`src/rtl/multicycle_ctrl_pkg.sv`:
```
// Shared encodings for the multi-cycle MIPS controller: FSM states,
// instruction classes, opcode/Funct values, datapath mux select codes,
// ALU operation codes and the bundle of control outputs.
package multicycle_ctrl_pkg;

  typedef enum logic [3:0] {
    ST_IF      = 4'd0,
    ST_ID      = 4'd1,
    ST_MEM_ADR = 4'd2,
    ST_MEM_RD  = 4'd3,
    ST_MEM_WB  = 4'd4,
    ST_MEM_WR  = 4'd5,
    ST_EX_R    = 4'd6,
    ST_EX_I    = 4'd7,
    ST_ALU_WB  = 4'd8,
    ST_BR      = 4'd9,
    ST_JMP     = 4'd10
  } state_e;

  typedef enum logic [3:0] {
    CLS_LOAD, CLS_STORE, CLS_RTYPE, CLS_ITYPE, CLS_BRANCH,
    CLS_J, CLS_JAL, CLS_JR, CLS_JALR, CLS_ILLEGAL
  } inst_class_e;

  localparam logic [5:0] OP_RTYPE = 6'h00;
  localparam logic [5:0] OP_J     = 6'h02;
  localparam logic [5:0] OP_JAL   = 6'h03;
  localparam logic [5:0] OP_BEQ   = 6'h04;
  localparam logic [5:0] OP_ADDI  = 6'h08;
  localparam logic [5:0] OP_ADDIU = 6'h09;
  localparam logic [5:0] OP_SLTI  = 6'h0A;
  localparam logic [5:0] OP_SLTIU = 6'h0B;
  localparam logic [5:0] OP_ANDI  = 6'h0C;
  localparam logic [5:0] OP_LUI   = 6'h0F;
  localparam logic [5:0] OP_LW    = 6'h23;
  localparam logic [5:0] OP_SW    = 6'h2B;

  localparam logic [5:0] FN_SLL  = 6'h00;
  localparam logic [5:0] FN_SRL  = 6'h02;
  localparam logic [5:0] FN_SRA  = 6'h03;
  localparam logic [5:0] FN_JR   = 6'h08;
  localparam logic [5:0] FN_JALR = 6'h09;

  localparam logic [1:0] PCSRC_ALU    = 2'b00;
  localparam logic [1:0] PCSRC_ALUOUT = 2'b01;
  localparam logic [1:0] PCSRC_JUMP   = 2'b10;
  localparam logic [1:0] PCSRC_REGA   = 2'b11;

  localparam logic [1:0] REGDST_RT = 2'b00;
  localparam logic [1:0] REGDST_RD = 2'b01;
  localparam logic [1:0] REGDST_RA = 2'b10;

  localparam logic [1:0] M2R_MDR    = 2'b00;
  localparam logic [1:0] M2R_ALUOUT = 2'b01;
  localparam logic [1:0] M2R_PC     = 2'b10;

  localparam logic [1:0] SRCA_PC    = 2'b00;
  localparam logic [1:0] SRCA_REGA  = 2'b01;
  localparam logic [1:0] SRCA_SHAMT = 2'b10;

  localparam logic [1:0] SRCB_REGB  = 2'b00;
  localparam logic [1:0] SRCB_FOUR  = 2'b01;
  localparam logic [1:0] SRCB_IMM   = 2'b10;
  localparam logic [1:0] SRCB_IMMSH = 2'b11;

  localparam logic [3:0] ALUOP_ADD   = 4'b0000;
  localparam logic [3:0] ALUOP_SUB   = 4'b0001;
  localparam logic [3:0] ALUOP_RTYPE = 4'b0010;
  localparam logic [3:0] ALUOP_AND   = 4'b0011;
  localparam logic [3:0] ALUOP_SLT   = 4'b0100;
  localparam logic [3:0] ALUOP_SLTU  = 4'b0101;

  typedef struct packed {
    logic       pc_write;
    logic       pc_write_cond;
    logic       i_or_d;
    logic       mem_read;
    logic       mem_write;
    logic       ir_write;
    logic       reg_write;
    logic       ext_op;
    logic       lui_op;
    logic [1:0] pc_src;
    logic [1:0] reg_dst;
    logic [1:0] mem_to_reg;
    logic [1:0] alu_src_a;
    logic [1:0] alu_src_b;
    logic [3:0] alu_op;
  } ctrl_t;

endpackage

```
`src/rtl/multicycle_control_fsm_inst_class_decode.sv`:
```
// Combinational instruction classifier.
// Ports: op_code/funct (IR fields) in, inst_class out.
module inst_class_decode
  import multicycle_ctrl_pkg::*;
(
  input  logic [5:0]  op_code,
  input  logic [5:0]  funct,
  output inst_class_e inst_class
);

  always_comb begin
    inst_class = CLS_ILLEGAL;
    case (op_code)
      OP_LW:    inst_class = CLS_LOAD;
      OP_SW:    inst_class = CLS_STORE;
      OP_BEQ:   inst_class = CLS_BRANCH;
      OP_J:     inst_class = CLS_J;
      OP_JAL:   inst_class = CLS_JAL;
      OP_ADDI, OP_ADDIU, OP_SLTI, OP_SLTIU, OP_ANDI, OP_LUI:
                inst_class = CLS_ITYPE;
      // jr/jalr share the R-type opcode but sequence as jumps
      OP_RTYPE: begin
        if (funct == FN_JR)        inst_class = CLS_JR;
        else if (funct == FN_JALR) inst_class = CLS_JALR;
        else                       inst_class = CLS_RTYPE;
      end
      default:  inst_class = CLS_ILLEGAL;
    endcase
  end

endmodule

```
`src/rtl/multicycle_control_fsm.sv`:
```
// Moore sequencing controller for the multi-cycle MIPS datapath.
// Ports: clk, reset (async, active-low), OpCode/Funct from the IR;
// datapath enables/selects, ALUOp, illegal_inst pulse, debug state.
// Control outputs are registered one cycle ahead (computed from the next
// state) so they are clean for the whole state; reset gates them to 0.
module multicycle_control_fsm
  import multicycle_ctrl_pkg::*;
(
  input  logic       clk,
  input  logic       reset,
  input  logic [5:0] OpCode,
  input  logic [5:0] Funct,
  output logic       PCWrite,
  output logic       PCWriteCond,
  output logic       IorD,
  output logic       MemRead,
  output logic       MemWrite,
  output logic       IRWrite,
  output logic       RegWrite,
  output logic       ExtOp,
  output logic       LuiOp,
  output logic [1:0] PCSrc,
  output logic [1:0] RegDst,
  output logic [1:0] MemtoReg,
  output logic [1:0] ALUSrcA,
  output logic [1:0] ALUSrcB,
  output logic [3:0] ALUOp,
  output logic       illegal_inst,
  output logic [3:0] state
);

  inst_class_e dec_class, cls_q, cls_next;
  state_e      state_q, state_next;
  ctrl_t       ctrl_q, ctrl_out;

  inst_class_decode u_decode (
    .op_code    (OpCode),
    .funct      (Funct),
    .inst_class (dec_class)
  );

  // Control word for a state. op/fn only matter for EX_R/EX_I, which are
  // entered solely from ID, so the IR fields are still the decoded ones.
  function automatic ctrl_t ctrl_for(state_e s, inst_class_e c,
                                     logic [5:0] op, logic [5:0] fn);
    ctrl_t k;
    k = '0;
    case (s)
      ST_IF: begin
        k.mem_read  = 1'b1;
        k.ir_write  = 1'b1;
        k.pc_write  = 1'b1;
        k.alu_src_a = SRCA_PC;
        k.alu_src_b = SRCB_FOUR;
        k.alu_op    = ALUOP_ADD;
        k.pc_src    = PCSRC_ALU;
      end
      ST_ID: begin
        k.alu_src_a = SRCA_PC;
        k.alu_src_b = SRCB_IMMSH;
        k.alu_op    = ALUOP_ADD;
        k.ext_op    = 1'b1;
      end
      ST_MEM_ADR: begin
        k.alu_src_a = SRCA_REGA;
        k.alu_src_b = SRCB_IMM;
        k.ext_op    = 1'b1;
        k.alu_op    = ALUOP_ADD;
      end
      ST_MEM_RD: begin
        k.i_or_d   = 1'b1;
        k.mem_read = 1'b1;
      end
      ST_MEM_WB: begin
        k.reg_dst    = REGDST_RT;
        k.mem_to_reg = M2R_MDR;
        k.reg_write  = 1'b1;
      end
      ST_MEM_WR: begin
        k.i_or_d    = 1'b1;
        k.mem_write = 1'b1;
      end
      ST_EX_R: begin
        k.alu_src_a = (fn == FN_SLL || fn == FN_SRL || fn == FN_SRA)
                      ? SRCA_SHAMT : SRCA_REGA;
        k.alu_src_b = SRCB_REGB;
        k.alu_op    = ALUOP_RTYPE;
      end
      ST_EX_I: begin
        k.alu_src_a = SRCA_REGA;
        k.alu_src_b = SRCB_IMM;
        k.ext_op    = (op != OP_ANDI);
        k.lui_op    = (op == OP_LUI);
        case (op)
          OP_ANDI:  k.alu_op = ALUOP_AND;
          OP_SLTI:  k.alu_op = ALUOP_SLT;
          OP_SLTIU: k.alu_op = ALUOP_SLTU;
          default:  k.alu_op = ALUOP_ADD;
        endcase
      end
      ST_ALU_WB: begin
        k.mem_to_reg = M2R_ALUOUT;
        k.reg_write  = 1'b1;
        k.reg_dst    = (c == CLS_RTYPE) ? REGDST_RD : REGDST_RT;
      end
      ST_BR: begin
        k.alu_src_a     = SRCA_REGA;
        k.alu_src_b     = SRCB_REGB;
        k.alu_op        = ALUOP_SUB;
        k.pc_write_cond = 1'b1;
        k.pc_src        = PCSRC_ALUOUT;
      end
      ST_JMP: begin
        k.pc_write = 1'b1;
        k.pc_src   = (c == CLS_JR || c == CLS_JALR) ? PCSRC_REGA : PCSRC_JUMP;
        // Link writes PC, which already holds PC+4 from IF
        if (c == CLS_JAL) begin
          k.reg_dst    = REGDST_RA;
          k.mem_to_reg = M2R_PC;
          k.reg_write  = 1'b1;
        end else if (c == CLS_JALR) begin
          k.reg_dst    = REGDST_RD;
          k.mem_to_reg = M2R_PC;
          k.reg_write  = 1'b1;
        end
      end
      default: k = '0;
    endcase
    return k;
  endfunction

  always_comb begin
    state_next = ST_IF;
    cls_next   = cls_q;
    case (state_q)
      ST_IF: state_next = ST_ID;
      ST_ID: begin
        cls_next = dec_class;
        case (dec_class)
          CLS_LOAD, CLS_STORE:                  state_next = ST_MEM_ADR;
          CLS_RTYPE:                            state_next = ST_EX_R;
          CLS_ITYPE:                            state_next = ST_EX_I;
          CLS_BRANCH:                           state_next = ST_BR;
          CLS_J, CLS_JAL, CLS_JR, CLS_JALR:     state_next = ST_JMP;
          default:                              state_next = ST_IF;
        endcase
      end
      ST_MEM_ADR: state_next = (cls_q == CLS_STORE) ? ST_MEM_WR : ST_MEM_RD;
      ST_MEM_RD:  state_next = ST_MEM_WB;
      ST_EX_R,
      ST_EX_I:    state_next = ST_ALU_WB;
      default:    state_next = ST_IF;
    endcase
  end

  always_ff @(posedge clk or negedge reset) begin
    if (!reset) begin
      state_q <= ST_IF;
      cls_q   <= CLS_LOAD;
      // Preload the IF word so the first fetch is live as soon as reset lifts
      ctrl_q  <= ctrl_for(ST_IF, CLS_LOAD, 6'h00, 6'h00);
    end else begin
      state_q <= state_next;
      cls_q   <= cls_next;
      ctrl_q  <= ctrl_for(state_next, cls_next, OpCode, Funct);
    end
  end

  // Asynchronous gating guarantees no enable survives into a reset cycle
  assign ctrl_out     = reset ? ctrl_q : '0;
  assign illegal_inst = reset && (state_q == ST_ID) && (dec_class == CLS_ILLEGAL);
  assign state        = state_q;

  assign PCWrite     = ctrl_out.pc_write;
  assign PCWriteCond = ctrl_out.pc_write_cond;
  assign IorD        = ctrl_out.i_or_d;
  assign MemRead     = ctrl_out.mem_read;
  assign MemWrite    = ctrl_out.mem_write;
  assign IRWrite     = ctrl_out.ir_write;
  assign RegWrite    = ctrl_out.reg_write;
  assign ExtOp       = ctrl_out.ext_op;
  assign LuiOp       = ctrl_out.lui_op;
  assign PCSrc       = ctrl_out.pc_src;
  assign RegDst      = ctrl_out.reg_dst;
  assign MemtoReg    = ctrl_out.mem_to_reg;
  assign ALUSrcA     = ctrl_out.alu_src_a;
  assign ALUSrcB     = ctrl_out.alu_src_b;
  assign ALUOp       = ctrl_out.alu_op;

endmodule

```
`config.mk`:
```
export PLATFORM = sky130hd
export DESIGN_NAME = multicycle_control_fsm
export DESIGN_NICKNAME = d
export VERILOG_FILES = /design/src/rtl/multicycle_ctrl_pkg.sv /design/src/rtl/multicycle_control_fsm_inst_class_decode.sv /design/src/rtl/multicycle_control_fsm.sv
export SDC_FILE = /design/constraint.sdc
export NUM_CORES = 1
export LEC_CHECK = 0
export CELL_PAD_IN_SITES_DETAIL_PLACEMENT = 1
export CELL_PAD_IN_SITES_GLOBAL_PLACEMENT = 2
export CORE_MARGIN = 2
export CORE_UTILIZATION = 32
export CTS_CLUSTER_DIAMETER = 60
export DETAILED_ROUTE_END_ITERATION = 16
export PLACE_DENSITY = 0.89
export SETUP_SLACK_MARGIN = 0.4
export SLEW_MARGIN = 30
export SYNTH_ARGS = -nofsm -noshare
export SYNTH_HDL_FRONTEND = slang
export SYNTH_SLANG_ARGS = --single-unit
```
`constraint.sdc`:
```
create_clock -name clk -period 6.43 [get_ports clk]
set_input_delay 1.286 -clock clk [delete_from_list [all_inputs] [get_ports clk]]
set_output_delay 1.286 -clock clk [all_outputs]
set_load 0.01 [all_outputs]
```
==> qor.yml <==
synthesis:
  async_flop_share: 1.00
  synth.most_common_cell: "dfrtp_1"
  yosys.area.top_type: "dfrtp_1"
  ys_ff_latch: 30
  synth_adder_area_share: 0
  synthXorXnorAreaFrac: 0
  synthTopCellsByArea: "dfrtp_1 38%, and2_1 8.7%, dfstp_2 6.1%"
  ys_warn_count: 0
  synth_top_area_share: 0.376
  synth_area_mm2: 0.00173
  synth_edf_count: 0
  synth_top_family_by_area: "simple AND/OR/NAND/NOR gates"
  muxShareOfSynthArea: 0.00579
  synthesis.nets: 192
  synth_cells: 178
  yosysSeqAreaShare: 0.437
  avgSynthCellArea_um2: 9.71
  synthSimpleGateAreaFrac: 0.334
  synth_ff_type: "dfrtp_1"
  ys_top_cells_by_count: "26 x dfrtp_1, 24 x and2_1, 11 x nand2_1, 10 x a21oi_1, 10 x nor2_1"
  synth_cell_type_count: 54
  synth_compound_area_frac: 0.166
layout:
  drive_gt1_frac: 0.121
  layout.cells.non_filler: 285
  num-nets-final: 228
  nFillCells: 609
  fin_util: 0.432
  fin_area_mm2: 0.00223
  antenna_cells: 0
  area_growth_pct: 29.1
worst_setup_path:
  slowest_delay_ns: 0.70
  critical_path_class: "primary input to output pin"
  startpoint_type: "primary input"
  crit_path_max_fanout: 12
  cp.required_ns: 5.14
  end_kind: "output pin"
  cp.buffers_inverters: 2
  path_cells: "clkdlybuf4s50_1 -> nor2b_1 -> nand2_1 -> a2111oi_2 -> and3b_1 -> clkdlybuf4s50_1"
  cp_top_family: "buffers and inverters"
  critPathMostFrequentCell: "clkdlybuf4s50_1"
  cp_slowest_cell: "clkdlybuf4s50_1"
  cp.arrival_ns: 3.65
global_route:
  grt_overflow_total: 0
  grt_use_total: 0.152
  grt_max_degree: 54
  antenna_found_initial: 0
  grt_pass1_wl_mm: 7.11
  grt_pass1_vias: 1454
clocking:
  clkTransAtPathRegs_ns: 0.06
  htree_levels: 2
  cts_resized: 0
  cts-root-buf: "clkbuf_8"
  clkLatencyLatePin_ns: 0.28
  cts-hold-fix-buffers: 0
  clock-sinks: 30
  clk_path_buf_depth: 2
  cts_made_buffers: 5
  cts_tree: "yes"
  postCtsSetupRepairBufs: 0
routing:
  first_iter_violations: 57
  antenna_left: 0
  routed_wl_mm: 4.27
  route.vias.total: 1441
  wire_per_inst_um: 15.0
  drc: 0
  dr.pass1.iters: 4
  viasPerCell: 5.06
sta:
  fin_tns_setup_ns: 0
  hold_viol_final: 0
  slew_headroom: 0.530
  clock_skew_ns: 0.00664
  finalSetupViolCount: 0
  period_share: 0.768
  slew_violations: 0
  worst_slew_pin_slew_ns: 0.703
  clock.fmax_mhz: 203
  finalCriticalPeriod_ns: 4.94
  rsz0062_at_grt: "false"
pwr:
  power_mw: 0.775
  p_leak_nw: 0.926
  power_density_mw_per_mm2: 347
  peakVddDrop_uv: 119
floorplan:
  initial_core_util: 0.334
  dieArea_mm2: 0.00601
  core-area_mm2: 0.00517
  row_count: 26
  die_y_um: 77.5
  die_x_um: 77.5
  io_pins: 42
placed_design:
  gp_congestion: 0.805
  place_area_mm2: 0.00214
  io_buffers: 40
  hpwlAfterDp_mm: 3.28
  placed_cells: 277
worst_hold_path:
  hold_class: "flip-flop to flip-flop"
job:
  cap_violations: 0
run_status:
  status: "finished, final reports clean"
==> metal layers <==
metal,track usage,part of all wire,up-vias
met5,0,0,-
met4,0.0625,0.011,0
met3,0.0337,0.036,4
met2,0.266,0.50,38
met1,0.181,0.46,700
li1,-,-,699
==> state kept, by name, indices dropped and copies added (netlist names) <==
name,flops
ctrl_q,22
cls_q,4
state,4
==> cell families (layout without fill, tap and decap cells) <==
family,Yosys count,in the layout
flops,30,30
compound gates,37,37
mux,1,1
buf+inv,17,54
simple gates,92,92
other cells,1,1
==> metrics by stage <==
stage	setup WS, ns	hold slack (ns)
floorplan	2.74	0.493
finish	1.49	0.568
CTS	1.52	0.567
global route	1.35	0.614
global placement	1.58	0.540
detailed placement	1.52	0.553
==> worst min-delay path, cell delays in order, from the launching register on <==
cell     delay [ns]
dfrtp_1        0.34
nand2_1        0.06
nand2_1        0.12
==> layout make-up <==
class,instances,area (um2),area share
Clock buffer,7,86.3,0.0387
Clock inverter,1,5.00,0.00224
Inverter,6,22.5,0.0101
Multi-Input combinational cell,131,877,0.393
Sequential cell,30,756,0.339
Tap cell,70,87.6,0.0392
Timing Repair Buffer,40,398,0.178
==> where the power goes <==
group	internal [mW]	leakage [nW]	switching, mW
Sequential	0.246	0.390	0.0327
Clock	0.0861	0.0482	0.0658
Combinational	0.147	0.488	0.197
==> placed cells by master (no fill, tap or decap), types with 2 or more instances in the layout <==
cell type / synthesis / layout
nand2b_1: 4 / 4
and3_1: 2 / 2
or3_1: 4 / 4
nor4b_2: 2 / 2
a21oi_1: 10 / 10
clkdlybuf4s50_1: 0 / 39
nand2_1: 11 / 11
clkbuf_8: 0 / 6
nand4_1: 2 / 2
dfstp_2: 4 / 4
a21o_1: 3 / 3
nor2b_1: 5 / 5
nand3_1: 5 / 5
dfrtp_1: 26 / 26
nor3b_1: 2 / 2
nor4_1: 2 / 2
o21ai_1: 2 / 2
and3b_1: 2 / 2
inv_1: 5 / 5
and2_1: 24 / 24
nor3_1: 8 / 8
nor2_1: 10 / 10
nor4b_1: 2 / 2
o21ai_0: 4 / 4
==> final timing paths <==
path	slack [ns]	end	startpoint	depth (start not counted)
setup reg to reg	4.07	ctrl_q[15]	state[2]	6
max in group asynchronous	5.10	ctrl_q[4]	reset	1
hold / removal	0.57	cls_q[1]	cls_q[1]	2
hold reg to reg	0.57	cls_q[1]	cls_q[1]	2
setup / recovery	1.49	illegal_inst	OpCode[1]	6
min in group asynchronous	0.97	ctrl_q[10]	reset	1
Power figures use the tool's default switching activity.
